[src/rtl/leaf_relay_pkg.sv]
// Shared field widths, route-table entry type and constants for the leaf_relay BFT endpoint.
package leaf_relay_pkg;

    localparam int unsigned DEF_PAYLOAD_BITS  = 32;
    localparam int unsigned DEF_NUM_ADDR_BITS = 7;
    localparam int unsigned DEF_NUM_PORT_BITS = 4;
    localparam int unsigned DEF_NUM_LEAF_BITS = 5;
    localparam int unsigned DEF_PACKET_BITS   = 1 + DEF_NUM_LEAF_BITS + DEF_NUM_PORT_BITS
                                                  + DEF_NUM_ADDR_BITS + DEF_PAYLOAD_BITS;

    // Config payload layout: {enable[9], dest_leaf[8:4], dest_port[3:0]}
    localparam int unsigned CFG_DEST_PORT_LSB  = 0;
    localparam int unsigned CFG_DEST_PORT_BITS = 4;
    localparam int unsigned CFG_DEST_LEAF_LSB  = 4;
    localparam int unsigned CFG_DEST_LEAF_BITS = 5;
    localparam int unsigned CFG_ENABLE_BIT     = 9;

    localparam int unsigned CFG_PORT = 0;

    typedef struct packed {
        logic                          enable;
        logic [CFG_DEST_LEAF_BITS-1:0] dest_leaf;
        logic [CFG_DEST_PORT_BITS-1:0] dest_port;
    } route_entry_t;

endpackage

[src/rtl/leaf_relay_fifo.sv]
// Synchronous FIFO; a full FIFO refuses a push even when a pop happens in the same cycle.
module leaf_relay_fifo #(
    parameter int unsigned WIDTH = 36,
    parameter int unsigned DEPTH = 16
) (
    input  logic                     clk,
    input  logic                     reset,
    input  logic                     i_push,
    input  logic [WIDTH-1:0]         i_data,
    input  logic                     i_pop,
    output logic [WIDTH-1:0]         o_rdata_c,
    output logic                     o_full,
    output logic                     o_empty_c,
    output logic [$clog2(DEPTH):0]   o_count
);

    localparam int unsigned PTR_W = $clog2(DEPTH);
    localparam int unsigned CNT_W = PTR_W + 1;

    logic [WIDTH-1:0] r_mem [DEPTH];
    logic [PTR_W-1:0] r_wr_ptr;
    logic [PTR_W-1:0] r_rd_ptr;
    logic [CNT_W-1:0] r_count;
    logic             r_full;
    logic [CNT_W-1:0] w_count_nxt;
    logic             w_push_ok;
    logic             w_pop_ok;

    assign w_push_ok = i_push && !r_full;
    assign w_pop_ok  = i_pop && (r_count != '0);

    always_comb begin
        w_count_nxt = r_count;
        if (w_push_ok && !w_pop_ok) begin
            w_count_nxt = r_count + CNT_W'(1);
        end else if (w_pop_ok && !w_push_ok) begin
            w_count_nxt = r_count - CNT_W'(1);
        end
    end

    always_ff @(posedge clk) begin
        if (w_push_ok) begin
            r_mem[r_wr_ptr] <= i_data;
        end
    end

    // Pointers wrap naturally because DEPTH is a power of two.
    always_ff @(posedge clk) begin
        if (reset) begin
            r_wr_ptr <= '0;
            r_rd_ptr <= '0;
            r_count  <= '0;
            r_full   <= 1'b0;
        end else begin
            if (w_push_ok) begin
                r_wr_ptr <= r_wr_ptr + PTR_W'(1);
            end
            if (w_pop_ok) begin
                r_rd_ptr <= r_rd_ptr + PTR_W'(1);
            end
            r_count <= w_count_nxt;
            r_full  <= (w_count_nxt == CNT_W'(DEPTH));
        end
    end

    assign o_rdata_c = r_mem[r_rd_ptr];
    assign o_full    = r_full;
    assign o_empty_c = (r_count == '0);
    assign o_count   = r_count;

endmodule

[src/rtl/leaf_relay.sv]
// BFT leaf endpoint: buffers data packets addressed to this leaf and re-emits them to a configured route.
// Optional fwd_count statistics output is enabled by defining LEAF_RELAY_STATS_EN.
module leaf_relay
    import leaf_relay_pkg::*;
#(
    parameter int unsigned PACKET_BITS   = DEF_PACKET_BITS,
    parameter int unsigned PAYLOAD_BITS  = DEF_PAYLOAD_BITS,
    parameter int unsigned NUM_LEAF_BITS = DEF_NUM_LEAF_BITS,
    parameter int unsigned NUM_PORT_BITS = DEF_NUM_PORT_BITS,
    parameter int unsigned NUM_ADDR_BITS = DEF_NUM_ADDR_BITS,
    parameter int unsigned NUM_IN_PORTS  = 2,
    parameter int unsigned FIFO_DEPTH    = 16,
    parameter int unsigned SELF_LEAF     = 3
) (
    input  logic                   clk,
    input  logic                   reset,
    input  logic [PACKET_BITS-1:0] din_leaf_bft2interface,
    output logic [PACKET_BITS-1:0] dout_leaf_interface2bft,
    input  logic                   resend,
    output logic [15:0]            drop_count,
    output logic                   fifo_full
`ifdef LEAF_RELAY_STATS_EN
    ,
    output logic [15:0]            fwd_count
`endif
);

    localparam int unsigned ADDR_LSB  = PAYLOAD_BITS;
    localparam int unsigned PORT_LSB  = ADDR_LSB + NUM_ADDR_BITS;
    localparam int unsigned LEAF_LSB  = PORT_LSB + NUM_PORT_BITS;
    localparam int unsigned VALID_BIT = LEAF_LSB + NUM_LEAF_BITS;
    localparam int unsigned FIFO_W    = NUM_PORT_BITS + PAYLOAD_BITS;
    localparam int unsigned IDX_W     = (NUM_IN_PORTS > 1) ? $clog2(NUM_IN_PORTS) : 1;
    localparam int unsigned ROUTES    = 1 << IDX_W;
    localparam int unsigned CNT_W     = $clog2(FIFO_DEPTH) + 1;

    route_entry_t             r_route [ROUTES];
    logic [NUM_ADDR_BITS-1:0] r_seq   [ROUTES];
    logic [PACKET_BITS-1:0]   r_dout;
    logic [PACKET_BITS-1:0]   r_last;
    logic [15:0]              r_drop;

    logic                     w_valid;
    logic [NUM_LEAF_BITS-1:0] w_leaf;
    logic [NUM_PORT_BITS-1:0] w_port;
    logic [NUM_ADDR_BITS-1:0] w_addr;
    logic [PAYLOAD_BITS-1:0]  w_payload;
    logic                     w_hit;
    logic                     w_is_cfg;
    logic                     w_cfg_ok;
    logic                     w_data_ok;
    logic [IDX_W-1:0]         w_cfg_idx;
    logic [IDX_W-1:0]         w_data_idx;
    logic                     w_cfg_wr;
    logic                     w_push;
    logic                     w_drop;

    logic                     w_pop;
    logic [FIFO_W-1:0]        w_head;
    logic [NUM_PORT_BITS-1:0] w_head_port;
    logic [IDX_W-1:0]         w_head_idx;
    route_entry_t             w_head_route;
    logic [PACKET_BITS-1:0]   w_emit;
    logic                     w_full;
    logic                     w_empty;
    logic [CNT_W-1:0]         w_count;

    // Input packet decode and accept/drop classification.
    assign w_valid    = din_leaf_bft2interface[VALID_BIT];
    assign w_leaf     = din_leaf_bft2interface[LEAF_LSB +: NUM_LEAF_BITS];
    assign w_port     = din_leaf_bft2interface[PORT_LSB +: NUM_PORT_BITS];
    assign w_addr     = din_leaf_bft2interface[ADDR_LSB +: NUM_ADDR_BITS];
    assign w_payload  = din_leaf_bft2interface[0 +: PAYLOAD_BITS];

    assign w_hit      = w_valid && (w_leaf == NUM_LEAF_BITS'(SELF_LEAF));
    assign w_is_cfg   = (w_port == NUM_PORT_BITS'(CFG_PORT));
    assign w_cfg_ok   = (w_addr != '0) && (w_addr <= NUM_ADDR_BITS'(NUM_IN_PORTS));
    assign w_data_ok  = !w_is_cfg && (w_port <= NUM_PORT_BITS'(NUM_IN_PORTS));
    assign w_cfg_idx  = IDX_W'(w_addr - NUM_ADDR_BITS'(1));
    assign w_data_idx = IDX_W'(w_port - NUM_PORT_BITS'(1));

    assign w_cfg_wr   = w_hit && w_is_cfg && w_cfg_ok;
    assign w_push     = w_hit && w_data_ok && r_route[w_data_idx].enable
                        && (w_count != CNT_W'(FIFO_DEPTH));
    assign w_drop     = w_hit && !w_cfg_wr && !w_push;

    // Route lookup happens at pop time, so reconfiguration applies to queued packets.
    assign w_pop        = !resend && !w_empty;
    assign w_head_port  = w_head[PAYLOAD_BITS +: NUM_PORT_BITS];
    assign w_head_idx   = IDX_W'(w_head_port - NUM_PORT_BITS'(1));
    assign w_head_route = r_route[w_head_idx];
    assign w_emit       = PACKET_BITS'({1'b1,
                                        NUM_LEAF_BITS'(w_head_route.dest_leaf),
                                        NUM_PORT_BITS'(w_head_route.dest_port),
                                        r_seq[w_head_idx],
                                        w_head[0 +: PAYLOAD_BITS]});

    leaf_relay_fifo #(
        .WIDTH (FIFO_W),
        .DEPTH (FIFO_DEPTH)
    ) u_fifo (
        .clk       (clk),
        .reset     (reset),
        .i_push    (w_push),
        .i_data    ({w_port, w_payload}),
        .i_pop     (w_pop),
        .o_rdata_c (w_head),
        .o_full    (w_full),
        .o_empty_c (w_empty),
        .o_count   (w_count)
    );

    always_ff @(posedge clk) begin
        if (reset) begin
            for (int i = 0; i < ROUTES; i++) begin
                r_route[i] <= '0;
            end
        end else if (w_cfg_wr) begin
            r_route[w_cfg_idx] <= '{enable:    w_payload[CFG_ENABLE_BIT],
                                    dest_leaf: w_payload[CFG_DEST_LEAF_LSB +: CFG_DEST_LEAF_BITS],
                                    dest_port: w_payload[CFG_DEST_PORT_LSB +: CFG_DEST_PORT_BITS]};
        end
    end

    // Output register: resend beats a FIFO pop, which beats idle.
    always_ff @(posedge clk) begin
        if (reset) begin
            r_dout <= '0;
            r_last <= '0;
            for (int i = 0; i < ROUTES; i++) begin
                r_seq[i] <= '0;
            end
        end else if (resend) begin
            r_dout <= r_last;
        end else if (!w_empty) begin
            r_dout             <= w_emit;
            r_last             <= w_emit;
            r_seq[w_head_idx]  <= r_seq[w_head_idx] + NUM_ADDR_BITS'(1);
        end else begin
            r_dout <= '0;
        end
    end

    always_ff @(posedge clk) begin
        if (reset) begin
            r_drop <= '0;
        end else if (w_drop && (r_drop != 16'hFFFF)) begin
            r_drop <= r_drop + 16'd1;
        end
    end

`ifdef LEAF_RELAY_STATS_EN
    logic [15:0] r_fwd;

    always_ff @(posedge clk) begin
        if (reset) begin
            r_fwd <= '0;
        end else if (w_pop) begin
            r_fwd <= r_fwd + 16'd1;
        end
    end

    assign fwd_count = r_fwd;
`endif

    assign dout_leaf_interface2bft = r_dout;
    assign drop_count              = r_drop;
    assign fifo_full               = w_full;

endmodule

[config.mk]
export PLATFORM = sky130hd
export DESIGN_NAME = leaf_relay
export DESIGN_NICKNAME = d
export VERILOG_FILES = /design/src/rtl/leaf_relay_pkg.sv /design/src/rtl/leaf_relay_fifo.sv /design/src/rtl/leaf_relay.sv
export SDC_FILE = /design/constraint.sdc
export NUM_CORES = 1
export LEC_CHECK = 0
export ABC_AREA = 1
export BUFFER_PORTS_ARGS = -buffer_cell sky130_fd_sc_hd__buf_2
export CAP_MARGIN = 20
export CORE_MARGIN = 3
export CORE_UTILIZATION = 55
export CTS_CLUSTER_SIZE = 12
export DETAILED_ROUTE_END_ITERATION = 8
export GPL_TIMING_DRIVEN = 1
export PLACE_DENSITY = 0.81
export SKIP_CTS_REPAIR_TIMING = 1
export SLEW_MARGIN = 5
export SYNTH_ARGS = -nofsm -noshare
export SYNTH_HDL_FRONTEND = slang
export SYNTH_SLANG_ARGS = --single-unit
export TNS_END_PERCENT = 30
[constraint.sdc]
create_clock -name clk -period 3.25 [get_ports clk]
set_clock_uncertainty 0.15 [all_clocks]
set_input_delay 0.65 -clock clk [delete_from_list [all_inputs] [get_ports clk]]
set_output_delay 0.65 -clock clk [all_outputs]
set_load 0.05 [all_outputs]
==> flow_summary_export.csv <==
group,metric,value,unit
routing,drc,0,
clock_tree,cts_sinks,694,
clock_tree,insertion_delay,600,ps
finish,final_common_cell,"edfxtp_1",
sta,maxSlewHeadroom,0.344,
critical_path,path_class,"reg2reg",
sta,max_freq,356,MHz
finish,post-route-util,0.636,
power,ir_worst_vdd,549,uV
floorplanning,io_pins,118,
finish,nets,2393,
sta,fin_setup_tns,0,ps
logic_synthesis,syn_area,26900,um^2
floorplanning,die_w,227,um
place,io_buffer_count,117,
global_route,grt_max_degree,199,
critical_path,path_cells,"ha_1 -> nand3_1 -> nor3_1 -> inv_1 -> nor3_1 -> nand4_1 -> nand2_2 -> inv_1 -> o21ai_0 -> a21oi_1",
sta,rsz0062_at_grt,"no",
power,power_density,800,nW/um^2
finish,syn_to_final_growth,13.3,%
finish,mostFrequentLayoutCells,"edfxtp_1, nor2_1, nand2_1",
power,power.leakage,10.4,nW
global_route,grt_usage,0.251,
logic_synthesis,syn_inst,2239,
sta,finalWorstSetupSlack,442,ps
place,place_congestion,0.871,
clock_tree,cts_buffer_depth,3,
place,placed_area,28400,um^2
routing,wl_per_cell,21.7,um
critical_path,critPathSlowestCell,"dfxtp_1",
sta,final-hold-violation-count,0,
logic_synthesis,synth.distinct_cells,37,
sta,holdWs,281,ps
sta,tightest_slew,983,ps
sta,period_needed,2810,ps
routing,ant_nets,0,
place,post-place-ws,439,ps
critical_path,arrival,3110,ps
floorplanning,rows,80,
logic_synthesis,syn-num-nets,2301,
floorplanning,core,48000,um^2
sta,fin_crit_sh,0.864,
sta,setup_violations,0,
finish,final.fill_count,3396,
clock_tree,path_clk_slew,60,ps
finish,fin_area,30500,um^2
floorplanning,die_y,227,um
routing,routed_via_density,6.14,
hold_path,hold_class,"in2reg",
logic_synthesis,synth-seq-cells,694,
clock_tree,h-tree-depth,3,
global_route,antenna_found_initial,2,
routing,vias,18372,
clock_tree,cts_tree,"done",
clock_tree,root_buffer,"clkbuf_16",
power,finalPower,24.4,mW
global_route,grt_pass1_vias,17948,
floorplanning,dieArea,51700,um^2
routing,firstDrtPassIters,6,
finish,final_cells,2993,
critical_path,crit_required,3560,ps
critical_path,endpoint_kind,"flop",
place,hpwl,37.0,mm
place,placed_cells,2873,
finish,post_route_cells_drive_above_1_share,0.123,
critical_path,max_stage_delay,440,ps
global_route,grt_pass1_wl,100,mm
logic_synthesis,yosysSeqAreaShare,0.724,
global_route,globalRouteOverflowTotal,0,
logic_synthesis,synth_area_per_cell,12.0,um^2
floorplanning,start_util,0.561,
flow_run,max_cap_viol_count,0,
sta,maxSlewViolCount,0,
critical_path,worstSetupStartpointType,"flop",
routing,drt_iter0_drc,2430,
run_status,status,"completed",
routing,wl,65.1,mm
critical_path,cp_max_fo,17,
clock_tree,cts_buffers,71,
logic_synthesis,synth_warnings,0,
## kinds of logic (layout without fill, tap and decap cells)
logic type	after synthesis	after routing	synth area share
compound gates	567	567	0.124
xor+xnor	16	16	0.00520
fa+ha+maj	10	10	0.00464
buf+inv	217	355	0.0325
flops	694	694	0.724
other cells	0	1	0
simple gates	735	735	0.110
## Yosys cell counts
cell	instances	area, um^2
a21oi_1	118	591
a31o_2	1	8.76
and3_1	1	6.26
and3b_1	1	8.76
buf_1	9	33.8
buf_2	16	80.1
buf_4	4	30.0
buf_6	3	33.8
clkbuf_1	113	424
clkbuf_2	2	10.0
dfxtp_1	132	2640
edfxtp_1	562	16900
ha_1	10	125
inv_1	68	255
inv_2	2	7.51
nand2_1	274	1030
nand2_2	8	50.1
nand2_4	1	11.3
nand3_1	62	310
nand3_2	4	40.0
nand4_1	5	31.3
nor2_1	357	1340
nor2_2	2	12.5
nor2_4	1	11.3
nor3_1	13	65.1
nor3b_1	1	7.51
nor4_1	5	31.3
o211ai_1	40	300
o21a_1	1	7.51
o21ai_0	266	1330
o21ai_1	11	55.1
o21ai_2	1	8.76
o21bai_1	1	7.51
o221ai_1	88	771
o22ai_1	40	250
xnor2_1	5	43.8
xor2_1	11	96.3
## worst max-delay path: cells and delay by family, from the launching register on
kind / cells / cell delay (ps)
AND/OR/NAND/NOR: 5 / 1070
flip-flops: 1 / 440
buffers and inverters: 2 / 410
AO/OA/AOI/OAI: 2 / 320
adder cells (fa/ha/maj): 1 / 260
## flip-flops by register name (all words and copies together) (netlist names), named ones only
register,flops
dout_leaf_interface2bft,49
u_fifo.r_mem,528
r_last,49
r_route,20
u_fifo.o_count,5
drop_count,16
u_fifo.r_wr_ptr,4
u_fifo.o_full,1
r_seq,14
u_fifo.r_rd_ptr,4
## metal layers
metal | vias up | track usage | routed length, um
li1 | 8278 | - | -
met3 | 168 | 0.0407 | 5320
met5 | - | 0 | 0
met4 | 0 | 0.123 | 2720
met2 | 984 | 0.417 | 32500
met1 | 8942 | 0.327 | 24500
## cell type report
class / count / area (um^2) / share of cell area
Antenna cell: 1 / 2.50 / 0.0000820
Clock inverter: 15 / 176 / 0.00578
Clock buffer: 104 / 1910 / 0.0626
Multi-Input combinational cell: 1328 / 6670 / 0.219
Sequential cell: 694 / 19500 / 0.640
Timing Repair Buffer: 166 / 1210 / 0.0395
Inverter: 70 / 268 / 0.00877
Tap cell: 615 / 769 / 0.0252
## path summary, 6_finish.rpt
kind / start / endpoint / slack, ps / depth (start not counted)
worst max-delay path: drop_count[0] / drop_count[0] / 440 / 10
worst min register to register: r_last[25] / dout_leaf_interface2bft[25] / 300 / 2
worst max register to register: drop_count[0] / drop_count[0] / 440 / 10
worst min-delay path: din_leaf_bft2interface[39] / u_fifo.r_mem[13][32] / 280 / 1
## where the power goes
part           switching [mW]  internal, mW  leakage, nW  total (mW)
combinational            4.78          1.72         3.24        6.49
sequential              0.295          10.1         6.16        10.4
clock                    3.24          4.25         1.00        7.49
Note: power is estimated with default switching activity, not from simulation.
